File: config.mk
export PLATFORM = sky130hd
export DESIGN_NAME = dma_io_port
export DESIGN_NICKNAME = d
export VERILOG_FILES = /design/src/rtl/dma_io_pkg.sv /design/src/rtl/dma_io_ram.sv /design/src/rtl/dma_io_port.sv
export SDC_FILE = /design/constraint.sdc
export NUM_CORES = 1
export LEC_CHECK = 0
export CAP_MARGIN = 15
export CORE_MARGIN = 4
export CORE_UTILIZATION = 50
export CTS_CLUSTER_DIAMETER = 40
export DETAILED_ROUTE_END_ITERATION = 6
export GPL_ROUTABILITY_DRIVEN = 0
export MAX_ROUTING_LAYER = met4
export PLACE_DENSITY = 0.76
export SETUP_SLACK_MARGIN = 0.15
export SYNTH_ARGS = -nofsm -noshare
export SYNTH_HDL_FRONTEND = slang
export SYNTH_SLANG_ARGS = --single-unit
File: constraint.sdc
create_clock -name i_clk -period 2.8 [get_ports i_clk]
set_clock_uncertainty 0.15 [all_clocks]
set_input_delay 0.42 -clock i_clk [delete_from_list [all_inputs] [get_ports i_clk]]
set_output_delay 0.42 -clock i_clk [all_outputs]
set_load 0.02 [all_outputs]
File: src/rtl/dma_io_pkg.sv
// Shared types and register map for the dma_io_port peripheral.
package dma_io_pkg;

  typedef enum logic [2:0] {
    S_IDLE = 3'd0,
    S_REQ  = 3'd1,
    S_XFER = 3'd2,
    S_WAIT = 3'd3,
    S_DONE = 3'd4
  } dma_state_t;

  localparam int REG_CTRL   = 0;
  localparam int REG_COUNT  = 1;
  localparam int REG_STATUS = 2;

  localparam int CTRL_EN  = 0;
  localparam int CTRL_DIR = 1;
  localparam int CTRL_CLR = 2;

endpackage

File: src/rtl/dma_io_ram.sv
// DEPTH x DATA_W buffer: shared write port where a DMA write beats a CPU write
// to the same entry, plus two asynchronous read ports (CPU and DMA side).
module dma_io_ram #(
  parameter int DATA_W = 8,
  parameter int DEPTH  = 16,
  parameter int PW     = $clog2(DEPTH)
) (
  input  logic              i_clk,
  input  logic              i_cpu_we,
  input  logic [PW-1:0]     i_cpu_addr,
  input  logic [DATA_W-1:0] i_cpu_wdata,
  input  logic              i_dma_we,
  input  logic [PW-1:0]     i_dma_addr,
  input  logic [DATA_W-1:0] i_dma_wdata,
  input  logic [PW-1:0]     i_rd_a_addr,
  output logic [DATA_W-1:0] o_rd_a_data,
  input  logic [PW-1:0]     i_rd_b_addr,
  output logic [DATA_W-1:0] o_rd_b_data
);

  logic [DATA_W-1:0] r_mem [DEPTH];
  logic              w_cpu_blocked;

  assign w_cpu_blocked = i_dma_we && (i_dma_addr == i_cpu_addr);

  always_ff @(posedge i_clk) begin
    if (i_cpu_we && !w_cpu_blocked) begin
      r_mem[i_cpu_addr] <= i_cpu_wdata;
    end
    if (i_dma_we) begin
      r_mem[i_dma_addr] <= i_dma_wdata;
    end
  end

  assign o_rd_a_data = r_mem[i_rd_a_addr];
  assign o_rd_b_data = r_mem[i_rd_b_addr];

endmodule

File: src/rtl/dma_io_port.sv
// DMA-capable I/O port: CPU-programmed buffer moved to/from memory by the 8237.
//   state  | meaning
//   IDLE   | waiting for EN=1, COUNT!=0 and done=0
//   REQ    | dreq high, waiting for dack plus the strobe matching DIR
//   XFER   | one-cycle data phase, ready high, buffer addressed by ptr
//   WAIT   | outputs held until memory side finishes (DIR=0) or at once (DIR=1)
//   DONE   | terminal count reached, done high until CPU CLR
module dma_io_port
  import dma_io_pkg::*;
#(
  parameter int DATA_W = 8,
  parameter int DEPTH  = 16,
  parameter int ADDR_W = 16,
  parameter int PW     = $clog2(DEPTH)
) (
  input  logic              i_clk,
  input  logic              i_rst_n,
  input  logic              i_cpu_wr,
  input  logic              i_cpu_rd,
  input  logic [PW:0]       i_cpu_addr,
  input  logic [DATA_W-1:0] i_cpu_wdata,
  output logic [DATA_W-1:0] o_cpu_rdata,
  output logic              o_dreq,
  input  logic              i_dack,
  input  logic              i_ior,
  input  logic              i_iow,
  input  logic              i_ready_mem,
  input  logic [DATA_W-1:0] i_bus_din,
  output logic [DATA_W-1:0] o_bus_dout,
  output logic              o_bus_oe,
  output logic [ADDR_W-1:0] o_addr_out,
  output logic              o_ready,
  output logic              o_done
);

  localparam logic [PW-1:0] A_CTRL   = PW'(REG_CTRL);
  localparam logic [PW-1:0] A_COUNT  = PW'(REG_COUNT);
  localparam logic [PW-1:0] A_STATUS = PW'(REG_STATUS);

  dma_state_t        r_state;
  dma_state_t        w_state_nxt;
  logic [PW-1:0]     r_ptr;
  logic [DATA_W-1:0] r_count;
  logic              r_en;
  logic              r_dir;
  logic              r_done;
  logic              r_err;
  logic [DATA_W-1:0] r_cpu_rdata;

  logic              w_cpu_reg;
  logic [PW-1:0]     w_cpu_idx;
  logic              w_wr_ctrl;
  logic              w_wr_count;
  logic              w_clr;
  logic              w_buf_we;
  logic              w_dma_we;
  logic [DATA_W-1:0] w_cpu_buf_rdata;
  logic [DATA_W-1:0] w_dma_rdata;
  logic [DATA_W-1:0] w_status;
  logic [DATA_W-1:0] w_rd_mux;
  logic [DATA_W-1:0] w_count_dec;
  logic              w_strobe_ok;
  logic              w_strobe_bad;
  logic              w_step;
  logic              w_abort;
  logic              w_mismatch;
  logic              w_busy;
  logic              w_active;

  assign w_cpu_reg   = i_cpu_addr[PW];
  assign w_cpu_idx   = i_cpu_addr[PW-1:0];
  assign w_wr_ctrl   = i_cpu_wr && w_cpu_reg && (w_cpu_idx == A_CTRL);
  assign w_wr_count  = i_cpu_wr && w_cpu_reg && (w_cpu_idx == A_COUNT);
  assign w_clr       = w_wr_ctrl && i_cpu_wdata[CTRL_CLR];
  assign w_buf_we    = i_cpu_wr && !w_cpu_reg;
  assign w_count_dec = r_count - 1'b1;

  // Exactly one strobe, and it must be the one DIR asks for.
  assign w_strobe_ok  = r_dir ? (i_iow && !i_ior) : (i_ior && !i_iow);
  assign w_strobe_bad = i_dack && (i_ior || i_iow) && !w_strobe_ok;

  assign w_active = (r_state == S_XFER) || (r_state == S_WAIT);
  assign w_busy   = (r_state == S_REQ) || w_active;
  // The memory-to-device write lands on the edge that leaves XFER, even if that edge aborts.
  assign w_dma_we = (r_state == S_XFER) && r_dir;

  dma_io_ram #(
    .DATA_W (DATA_W),
    .DEPTH  (DEPTH),
    .PW     (PW)
  ) u_ram (
    .i_clk       (i_clk),
    .i_cpu_we    (w_buf_we),
    .i_cpu_addr  (w_cpu_idx),
    .i_cpu_wdata (i_cpu_wdata),
    .i_dma_we    (w_dma_we),
    .i_dma_addr  (r_ptr),
    .i_dma_wdata (i_bus_din),
    .i_rd_a_addr (w_cpu_idx),
    .o_rd_a_data (w_cpu_buf_rdata),
    .i_rd_b_addr (r_ptr),
    .o_rd_b_data (w_dma_rdata)
  );

  always_comb begin
    w_state_nxt = r_state;
    w_step      = 1'b0;
    w_abort     = 1'b0;
    w_mismatch  = 1'b0;
    case (r_state)
      S_IDLE: begin
        if (r_en && (r_count != '0) && !r_done) begin
          w_state_nxt = S_REQ;
        end
      end
      S_REQ: begin
        if (!r_en || (r_count == '0)) begin
          w_state_nxt = S_IDLE;
        end else if (i_dack && w_strobe_ok) begin
          w_state_nxt = S_XFER;
        end else if (w_strobe_bad) begin
          w_mismatch = 1'b1;
        end
      end
      S_XFER: begin
        if (!i_dack) begin
          w_abort     = 1'b1;
          w_state_nxt = r_en ? S_REQ : S_IDLE;
        end else begin
          w_state_nxt = S_WAIT;
        end
      end
      S_WAIT: begin
        if (!i_dack) begin
          w_abort     = 1'b1;
          w_state_nxt = r_en ? S_REQ : S_IDLE;
        end else if (r_dir || i_ready_mem) begin
          w_step = 1'b1;
          if (w_count_dec == '0) begin
            w_state_nxt = S_DONE;
          end else if (!r_en) begin
            w_state_nxt = S_IDLE;
          end else begin
            w_state_nxt = S_REQ;
          end
        end
      end
      S_DONE: begin
        if (w_clr) begin
          w_state_nxt = S_IDLE;
        end
      end
      default: w_state_nxt = S_IDLE;
    endcase
  end

  always_comb begin
    w_status           = '0;
    w_status[PW-1:0]   = r_ptr;
    w_status[PW]       = w_busy;
    w_status[PW+1]     = r_done;
    w_status[PW+2]     = r_err;
  end

  always_comb begin
    w_rd_mux = '0;
    if (!w_cpu_reg) begin
      w_rd_mux = w_cpu_buf_rdata;
    end else begin
      case (w_cpu_idx)
        A_CTRL: begin
          w_rd_mux[CTRL_EN]  = r_en;
          w_rd_mux[CTRL_DIR] = r_dir;
        end
        A_COUNT:  w_rd_mux = r_count;
        A_STATUS: w_rd_mux = w_status;
        default:  w_rd_mux = '0;
      endcase
    end
  end

  // CPU register writes are applied after the FSM updates so they take precedence.
  always_ff @(posedge i_clk or negedge i_rst_n) begin
    if (!i_rst_n) begin
      r_state     <= S_IDLE;
      r_ptr       <= '0;
      r_count     <= '0;
      r_en        <= 1'b0;
      r_dir       <= 1'b0;
      r_done      <= 1'b0;
      r_err       <= 1'b0;
      r_cpu_rdata <= '0;
    end else begin
      r_state <= w_state_nxt;
      if (w_step) begin
        r_ptr   <= r_ptr + 1'b1;
        r_count <= w_count_dec;
        if (w_count_dec == '0) begin
          r_done <= 1'b1;
        end
      end
      if (w_abort || w_mismatch) begin
        r_err <= 1'b1;
      end
      if (w_wr_ctrl) begin
        r_en  <= i_cpu_wdata[CTRL_EN];
        r_dir <= i_cpu_wdata[CTRL_DIR];
        if (w_clr) begin
          r_done <= 1'b0;
          r_err  <= 1'b0;
          r_ptr  <= '0;
        end
      end
      if (w_wr_count) begin
        r_count <= i_cpu_wdata;
        r_ptr   <= '0;
      end
      if (i_cpu_rd) begin
        r_cpu_rdata <= w_rd_mux;
      end
    end
  end

  assign o_cpu_rdata = r_cpu_rdata;
  assign o_dreq      = (r_state == S_REQ);
  assign o_ready     = w_active;
  assign o_bus_oe    = w_active && !r_dir;
  assign o_bus_dout  = o_bus_oe ? w_dma_rdata : '0;
  assign o_addr_out  = w_active ? {{(ADDR_W-PW){1'b0}}, r_ptr} : '0;
  assign o_done      = r_done;

endmodule

# Yosys cells after proc, flatten, opt, wreduce, memory -nomap -nowiden
# Memory sizes are Yosys's and may differ from the RTL's.
# Cells that the tools add are included.
# classes
n_addsub	2
eq_ne	11
n_reduce_logical	38
n_mux	42
# ops
operator	count
8-bit two-way mux	4
1-bit two-way mux	22
3-bit two-way mux	7
4-bit two-way mux	5
1-bit logical AND	16
8-bit logical NOT	2
3-bit case mux with 5 select lines	1
6-bit case mux with 2 select lines	1
1-bit logical NOT	8
8-bit nonzero test	1
8-bit by 1-bit subtractor with 8-bit output (second input constant)	1
3-bit by 2-bit equality test with 1-bit output (second input constant)	2
1-bit logical OR	6
2-bit case mux with 3 select lines	1
4-bit by 1-bit adder with 4-bit output (second input constant)	1
4-bit by 1-bit equality test with 1-bit output (second input constant)	1
4-bit by 2-bit equality test with 1-bit output (second input constant)	1
4-bit equality test	1
4-bit logical NOT	1
2-bit != test (second input constant)	2
4-bit AND reduction	1
3-bit by 1-bit equality test with 1-bit output (second input constant)	1
3-bit equality test (second input constant)	1
3-bit logical NOT	1
other kinds (5)	5
# word_totals
ram_bits	128
out_inout_bits	36
memories	1
inputBits	29
wordCells	102
regBits	27
# mem_list
memory	depth	width	read_ports	rd_clocked_by_memory_dff	wr	line_no	rtl
u_ram.r_mem	16	8	2	0	2	dma_io_ram.sv:21	logic [DATA_W-1:0] r_mem [DEPTH];

# Logic depth before layout (Yosys ltp)
# depth
ltp_word	13
depth_mapped	8
mapped_depth_nobuf	7

# Cells and area by module
# From an unflattened synthesis, not the netlist that was laid out.
# unflattened
hier_cells	696
area_unflattened_um2	9584.2
# by_module_without_submodules
mod	area_per_inst_um2	cells_per_inst	seq_area_each_um2	n_inst
dma_io_ram	7668.6	477	3843.7	1
dma_io_port	1915.6	219	675.6	1

# Least setup slack after synthesis
# OpenSTA, ideal clock, no wires.
# synth_path
path_kind	input to register
startpoint	input i_cpu_addr[1]
endpoint	memory u_ram.r_mem[7][0], enable pin
cell_stages	7
path_slack_ns	0.115
required_ns	2.266
path_buffers	3
t_arrival_ns	2.151
setup_ns	0.384
path_cell_list	buf_2 -> buf_4 -> buf_6 -> xnor2_1 -> a311oi_2 -> nand3_1 -> o21ai_0
# synth_rtl
element	line_no	rtl
start, declared	dma_io_port.sv:20	input logic [PW:0] i_cpu_addr,
end, declared	dma_io_ram.sv:21	

# Final worst setup path
# layout_path
startpoint	register r_ptr[0]
endpoint	output o_bus_dout[0]
# layout_via
elab_chain_cells	2
# layout_lines
element	line_no	rtl
start, declared	dma_io_port.sv:42	logic [PW-1:0] r_ptr;
start signal, assigned	dma_io_port.sv:196	r_ptr <= r_ptr + 1'b1;
memory 16 x 8 bit	n/a	
8-bit two-way mux	dma_io_port.sv:228	assign o_bus_dout = o_bus_oe ? w_dma_rdata : '0;
end, declared	dma_io_port.sv:29	output logic [DATA_W-1:0] o_bus_dout,
# No other way between the ends.

==> flow_summary.yaml <==
status:
  run_status: "finished with violations"
  violations: "design-rule violations, negative setup slack"
worst_setup_path:
  critical_path_peak_fanout: 6
  worst_ep_arrival_time_ns: 2.48
  critPathMaxStageDelay_ns: 0.52
  crit-reg2reg-capture: "u_ram.r_mem[7][2]$_DFFE_PP_"
  worst_r2r_path_depth: 7
  reg2reg_setup_slack_ns: 0.22
  critPathRequiredTime_ns: 2.23
  critPathLaunch: "r_ptr[0]$_DFF_PN0_"
  critical_path.reg2reg.startpoint: "r_ptr[0]$_DFF_PN0_"
  most_common_cell_type_on_the_critical_path: "sky130_fd_sc_hd__mux4_2"
  worstSetupStartpointType: "flip-flop"
  critPathTopFamily: "multiplexers"
  worst_setup_path_end: "o_bus_dout[0]"
  criticalPathCategory: "flip-flop to output pin"
  critPathCaptureType: "output pin"
  critical-path-slowest-cell: "sky130_fd_sc_hd__mux4_2"
  cp_cell_sequence: "buf_12, buf_16, mux4_2, mux4_2, nor2b_4, buf_6"
  cp_num_buf_inv: 3
  levels_on_crit_path: 6
cts:
  cts_sinks: 155
  clkLatencyLatePin_ns: 0.43
  clk_root_buffer_cell: "sky130_fd_sc_hd__clkbuf_16"
  cts_tree: "built"
  tritoncts.num_buffers: 17
  ctsHoldBuffers: 0
  cts_max_path_buffers: 2
  h-tree-depth: 4
  clk_transition_reported_paths_ns: 0.06
timing:
  timing.max_slew.rel_slack: 0.451
  fin_ws_ns: -0.248
  rsz0062_at_grt: "yes"
  worstMarginPinSlew_ns: 0.822
  layout_worst_path_cycle_share: 1.09
  layout_min_cycle_time_ns: 3.05
  timing.fmax_mhz: 328
  timing.final.max_slew_violations: 0
  setup-violations-final: 8
  report.final.hold_viol_count: 0
  fin_hold_ws_ns: 0.229
synth:
  avgSynthCellArea_um2: 13.8
  number_of_storage_elements_in_the_synthesis_netlist: 155
  synth.yosys.seq_area_share: 0.466
  synth.cell_area_um2: 9690
  synth_enable_flop_cells: 128
  count_of_cell_types_in_the_netlist: 63
  synth.yosys.warnings: 0
  dominantRegCellSynth: "sky130_fd_sc_hd__edfxtp_1"
  post_synth_inst_count: 703
  async_reset_ff_frac: 0.174
layout:
  finalNonFillerCells: 1055
  regArea_um2: 4520
  final_layout_net_count: 818
  nFillCells: 1391
  syn_to_final_growth_pct: 20.0
  drive_above_1_share: 0.418
  area_occupied_by_multi_input_gates_um2: 4990
  antennaDiodeCount: 0
die:
  core_area_um2: 18900
  design.die.area_um2: 21700
  floorplan.rows: 50
  pin_count: 65
  start_util: 0.513
  die_w_um: 147
  die_y_um: 147
place:
  numPortBuffers: 52
  post-place-cells: 1015
  hpwlAfterDp_um: 20500
pwr:
  largest_vdd_supply_drop_mv: 0.369
  total_power_w: 0.00699
  power_density_nw_per_um2: 602
  static-leakage-power_nw: 4.15
global_route:
  maximum_number_of_pins_on_one_net_before_global_route_repair: 37
  grt_pass1_vias: 7159
  grt_antenna_before_repair: 0
  grt_util_all_layers: 0.287
  grt.overflow.total: 0
  grt_pass1_wl_um: 44900
routing:
  dr.pass1.iters: 7
  dr_total_vias: 7125
  detail_route.vias_per_cell: 6.75
  first_iter_violations: 1283
  avgRoutedWirePerCell_um: 28.6
  drc: 1
  finalWirelength_um: 30200
  ant_nets: 0
run:
  max_cap_viol_count: 0
hold_path:
  min-delay-path-class: "primary input to asynchronous set/reset pin"
## power by group
part	leakage (nW)	switching (W)	internal, W
logic	2.39	0.000958	0.00111
clock network	0.262	0.00100	0.00115
registers	1.49	0.000167	0.00261
## per-layer routing
layer / up-vias / routed length [um] / GRT usage
met4: 0 / 1840 / 0.147
li1: 2887 / - / -
met3: 127 / 3320 / 0.0642
met2: 534 / 14500 / 0.449
met1: 3577 / 10500 / 0.352
met5: - / 0 / -
## logic make-up (layout without fill, tap and decap cells)
group           after synthesis  count (layout)  synth area share
other cells                   1              12          0.000387
simple gates                135             135            0.0810
compound gates               83              83            0.0551
buf+inv                      86             167            0.0449
fa+ha+maj                     7               7           0.00904
xor+xnor                     15              15            0.0136
flops                       155             155             0.466
mux                         221             221             0.330
## flip-flops by register name (all words and copies together) (netlist names)
signal and count:
o_cpu_rdata 8, r_en 1, r_count 8, r_ptr 4, r_state 3, u_ram.r_mem 128
o_done 1, r_dir 1, r_err 1
## cell usage after synthesis (all sizes together), types with 2 or more instances
library cell	count	area, um^2
a221oi	2	17.5
a311oi	2	23.8
mux2	134	1510
or3	3	18.8
nand2	35	161
nand4	2	12.5
nand3	18	140
nor2	29	109
o31ai	3	22.5
ha	7	87.6
nand4b	2	17.5
nor3	2	10.0
edfxtp	128	3840
and2	8	50.1
nand2b	4	25.0
o21ai	30	150
buf	43	274
clkbuf	30	113
xnor2	6	52.6
a31oi	5	31.3
xor2	9	78.8
o2bb2ai	2	17.5
dfrtp	27	676
o22ai	3	18.8
or2	2	12.5
mux4	65	1460
a22oi	10	75.1
a21oi	13	65.1
nor2b	19	119
or4	2	15.0
inv	13	48.8
mux2i	22	220
## area by class of cell
cell class,instances,share of cell area
Inverter,13,0.00420
Clock buffer,17,0.0366
Timing Repair Buffer,122,0.103
Clock inverter,15,0.00980
Sequential cell,155,0.389
Multi-Input combinational cell,473,0.430
Tap cell,260,0.0280
## layout by cell type (no fill, tap or decap), types with 4 or more instances in the layout
master | netlist | final
sky130_fd_sc_hd__nand2_2 | 12 | 7
sky130_fd_sc_hd__nor2b_4 | 0 | 5
sky130_fd_sc_hd__dfrtp_1 | 27 | 26
sky130_fd_sc_hd__xnor2_1 | 6 | 6
sky130_fd_sc_hd__mux4_2 | 65 | 65
sky130_fd_sc_hd__mux2_1 | 32 | 32
sky130_fd_sc_hd__nand3_4 | 4 | 5
sky130_fd_sc_hd__a21oi_1 | 13 | 13
sky130_fd_sc_hd__nor2_1 | 29 | 29
sky130_fd_sc_hd__inv_1 | 13 | 13
sky130_fd_sc_hd__edfxtp_1 | 128 | 128
sky130_fd_sc_hd__a22oi_1 | 10 | 10
sky130_fd_sc_hd__o21ai_0 | 28 | 14
sky130_fd_sc_hd__clkbuf_16 | 0 | 18
sky130_fd_sc_hd__buf_4 | 14 | 55
sky130_fd_sc_hd__nand2_4 | 0 | 8
sky130_fd_sc_hd__a31oi_1 | 5 | 5
sky130_fd_sc_hd__o21ai_2 | 0 | 11
sky130_fd_sc_hd__buf_6 | 4 | 11
sky130_fd_sc_hd__buf_2 | 24 | 4
sky130_fd_sc_hd__inv_6 | 0 | 6
sky130_fd_sc_hd__buf_12 | 0 | 7
sky130_fd_sc_hd__xor2_1 | 9 | 8
sky130_fd_sc_hd__mux2i_1 | 22 | 22
sky130_fd_sc_hd__mux2_2 | 102 | 102
sky130_fd_sc_hd__and2_1 | 8 | 6
sky130_fd_sc_hd__ha_1 | 7 | 7
sky130_fd_sc_hd__nand3_1 | 14 | 13
sky130_fd_sc_hd__conb_1 | 1 | 12
sky130_fd_sc_hd__o21ai_4 | 0 | 5
sky130_fd_sc_hd__clkdlybuf4s50_1 | 0 | 41
sky130_fd_sc_hd__nor2b_1 | 19 | 13
sky130_fd_sc_hd__nand2_1 | 23 | 20
## stage by stage
step / util / setup WS (ns) / area [um^2] / TNS, ns
finish: 0.615 / -0.248 / 11600 / -1.68
global placement: 0.566 / -0.153 / 10700 / -2.82
CTS: 0.602 / -0.251 / 11400 / -1.76
floorplan: - / 0.157 / 9730 / 0
global route: 0.615 / -0.313 / 11600 / -2.15
detailed placement: 0.566 / -0.193 / 10700 / -5.23
## worst min path at each step
stage | from | to | slack [ns] | depth (start not counted)
floorplan | i_rst_n | o_cpu_rdata[0]$_DFFE_PN0P_ | -0.03 | 0
global placement | r_err$_DFF_PN0_ | r_err$_DFF_PN0_ | 0.33 | 1
global route | i_rst_n | r_count[4]$_DFFE_PN0P_ | 0.26 | 2
CTS | i_rst_n | r_state[1]$_DFFE_PN0P_ | 0.23 | 2
finish | i_rst_n | r_count[6]$_DFFE_PN0P_ | 0.23 | 2
detailed placement | r_err$_DFF_PN0_ | r_err$_DFF_PN0_ | 0.34 | 1
## worst reg2reg max path: stages, from the launching register on
cell and delay (ns):
sky130_fd_sc_hd__dfrtp_2 0.48, sky130_fd_sc_hd__buf_12 0.18, sky130_fd_sc_hd__buf_4 0.14, sky130_fd_sc_hd__buf_4 0.18, sky130_fd_sc_hd__ha_1 0.22, sky130_fd_sc_hd__and2_1 0.23
sky130_fd_sc_hd__nand2_2 0.38, sky130_fd_sc_hd__mux2_2 0.40
## timing repair
action	CTS	global route
gates cloned	2	1
pin swaps	1	10
gates resized for setup	58	59
setup buffers	5	0
endpoints found under the setup margin	56	140
No activity file was read; power rests on OpenSTA's default activity.
==> RTL edit: new RTL, same settings <==
The 5 states of `dma_state_t` get a one-hot encoding in 5 bits.
--- a/src/rtl/dma_io_pkg.sv
+++ b/src/rtl/dma_io_pkg.sv
@@ -1,12 +1,12 @@
 // Shared types and register map for the dma_io_port peripheral.
 package dma_io_pkg;
 
-  typedef enum logic [2:0] {
-    S_IDLE = 3'd0,
-    S_REQ  = 3'd1,
-    S_XFER = 3'd2,
-    S_WAIT = 3'd3,
-    S_DONE = 3'd4
+  typedef enum logic [4:0] {
+    S_IDLE = 5'b00001,
+    S_REQ  = 5'b00010,
+    S_XFER = 5'b00100,
+    S_WAIT = 5'b01000,
+    S_DONE = 5'b10000
   } dma_state_t;
 
   localparam int REG_CTRL   = 0;
Formal check against the unedited RTL: no difference found for any inputs over 4 cycles, from zero or initial values and one cycle with i_rst_n low; so few cycles prove little.
==> RTL edit against the original RTL <==
  * The run ends with negative setup slack left
  * Sequential cell count rose by 2
  * Wire length down 6.3%
  * Synthesized area is 2.3% higher
  * Synthesized cell count fell by 2.0%
  * Setup slack got worse by 65 ps
  * Critical path depth is the same
  * Via count down 1.1%
  * Final area is 3.7% higher
  * Cell count is 0.66% lower
  * Count of clock-buffer cells in the layout unchanged
  * Critical endpoint is now o_bus_dout[3]
Power is not compared: it rests on default switching activity, and its combinational part moved more than twofold at a synthesized area within 25%.
==> RTL edit: results (changes against the original RTL) <==
stage;metric;value;unit;change
layout;final_nets;806;;-1.5%
logic_synthesis;synth_area_per_cell;14.4;um2;+4.4%
global_routing;grt_pass1_vias;6910;;-3.5%
status;outcome;finished with violations;;
global_routing;grt_pass1_wl;43.0;mm;-4.2%
logic_synthesis;synth-async-reset-ratio;0.185;;+0.0105
layout;drive_above_1_share;0.492;;+0.0741
critical_path;cp.arrival;2540;ps;+60 ps
timing;setup_violations;8;;unchanged
routing;drc;0;;-1
layout;fin_cells;1048;;-0.66%
place;placedInstanceArea;11000;um2;+2.9%
timing;fin_ws;-312;ps;-64.8 ps
logic_synthesis;yosysSeqAreaShare;0.461;;-0.00542
layout;num-fill-cells;1403;;+0.86%
routing;drt_iter0_markers;914;;-29%
status;violations;negative setup slack;;
critical_path;max_stage_delay;540;ps;+20 ps
routing;wl_per_cell;27.0;um;-5.7%
global_routing;grt_max_degree;30;;-19%
global_routing;grt_usage;0.268;;-0.0189
place;dp_slack;-174;ps;+18.8 ps
routing;vias;7044;;-1.1%
routing;first_pass_iters;5;;-2
logic_synthesis;synth.top_cells.by_count;mux2_2, edfxtp_1, mux4_2;;
logic_synthesis;synth_cell_type_count;60;;-4.8%
-- RTL edit: changes by cell type after synthesis, moves of 6 or more --
cell	delta
mux2i_1	-13
mux2_1	-32
mux4_2	+10
buf_1	+6
clkbuf_1	+8
mux2_2	+34
nand3_4	+6
buf_2	-13
o21ai_0	-7
nand2_1	-11
nand2_2	-12
-- RTL edit: final timing paths --
path / start / slack [ps] / cells after the start / to
worst min register to register: r_err$_DFF_PN0_ / 350 / 1 / r_err$_DFF_PN0_
worst min-delay path: i_rst_n / 220 / 2 / r_state[1]$_DFFE_PN0P_
min in group i_clk: r_err$_DFF_PN0_ / 350 / 1 / r_err$_DFF_PN0_
max in group asynchronous: i_rst_n / 1950 / 2 / r_ptr[1]$_DFF_PN0_
worst max-delay path: r_ptr[0]$_DFF_PN0_ / -310 / 6 / o_bus_dout[3]
worst max register to register: r_ptr[0]$_DFF_PN0_ / 30 / 9 / u_ram.r_mem[0][5]$_DFFE_PP_
-- RTL edit: per-stage QoR --
| stage | TNS, ps | power [mW] | hold slack (ps) |
|---|---|---|---|
| after floorplan | 0 | 3.32 | -25.6 |
| after global placement | -7520 | 3.57 | 341 |
| after detailed placement | -12170 | 3.61 | 341 |
| after CTS | -2230 | 5.95 | 226 |
| after global routing | -2480 | 6.20 | 258 |
| final | -2210 | 5.99 | 220 |
-- RTL edit: cells by family (layout without fill, tap and decap cells) --
logic type / Yosys count / count (layout) / share of synthesized area
multiplexers: 220 / 220 / 0.334
flip-flops: 157 / 157 / 0.461
AND/OR/NAND/NOR: 134 / 134 / 0.0938
adder cells (fa/ha/maj): 7 / 7 / 0.00883
AO/OA/AOI/OAI: 70 / 70 / 0.0466
buffers and inverters: 85 / 168 / 0.0423
other: 1 / 12 / 0.000378
XOR/XNOR: 15 / 15 / 0.0133
-- RTL edit: power by group --
part	leakage (nW)	switching [mW]	internal, mW
Clock	0.291	1.08	1.27
Combinational	2.42	0.465	0.439
Sequential	1.51	0.124	2.61
Total	4.23	1.67	4.32
-- RTL edit: what timing repair did --
item                                   in CTS  in global routing
buffers inserted                            4                  3
pin swaps                                   0                 16
endpoints found under the hold margin       0                  0
setup endpoints to repair                  17                150
resized for setup                          58                 73
cloned                                      3                  0
hold buffers                                0                  0
-- RTL edit: layer usage --
metal	vias to the layer above	track usage	part of all wire
met2	518	0.421	0.50
met3	78	0.0501	0.10
met5	-	-	0
met4	0	0.104	0.037
li1	2883	-	-
met1	3565	0.350	0.37
-- RTL edit: final cells by class --
cell class	instances	area share
multi-input cells	458	0.432
flip-flops and latches	157	0.379
repair buffers	124	0.107
clock buffers	17	0.0353
well taps	265	0.0275
clock inverters	15	0.0145
inverters	12	0.00374
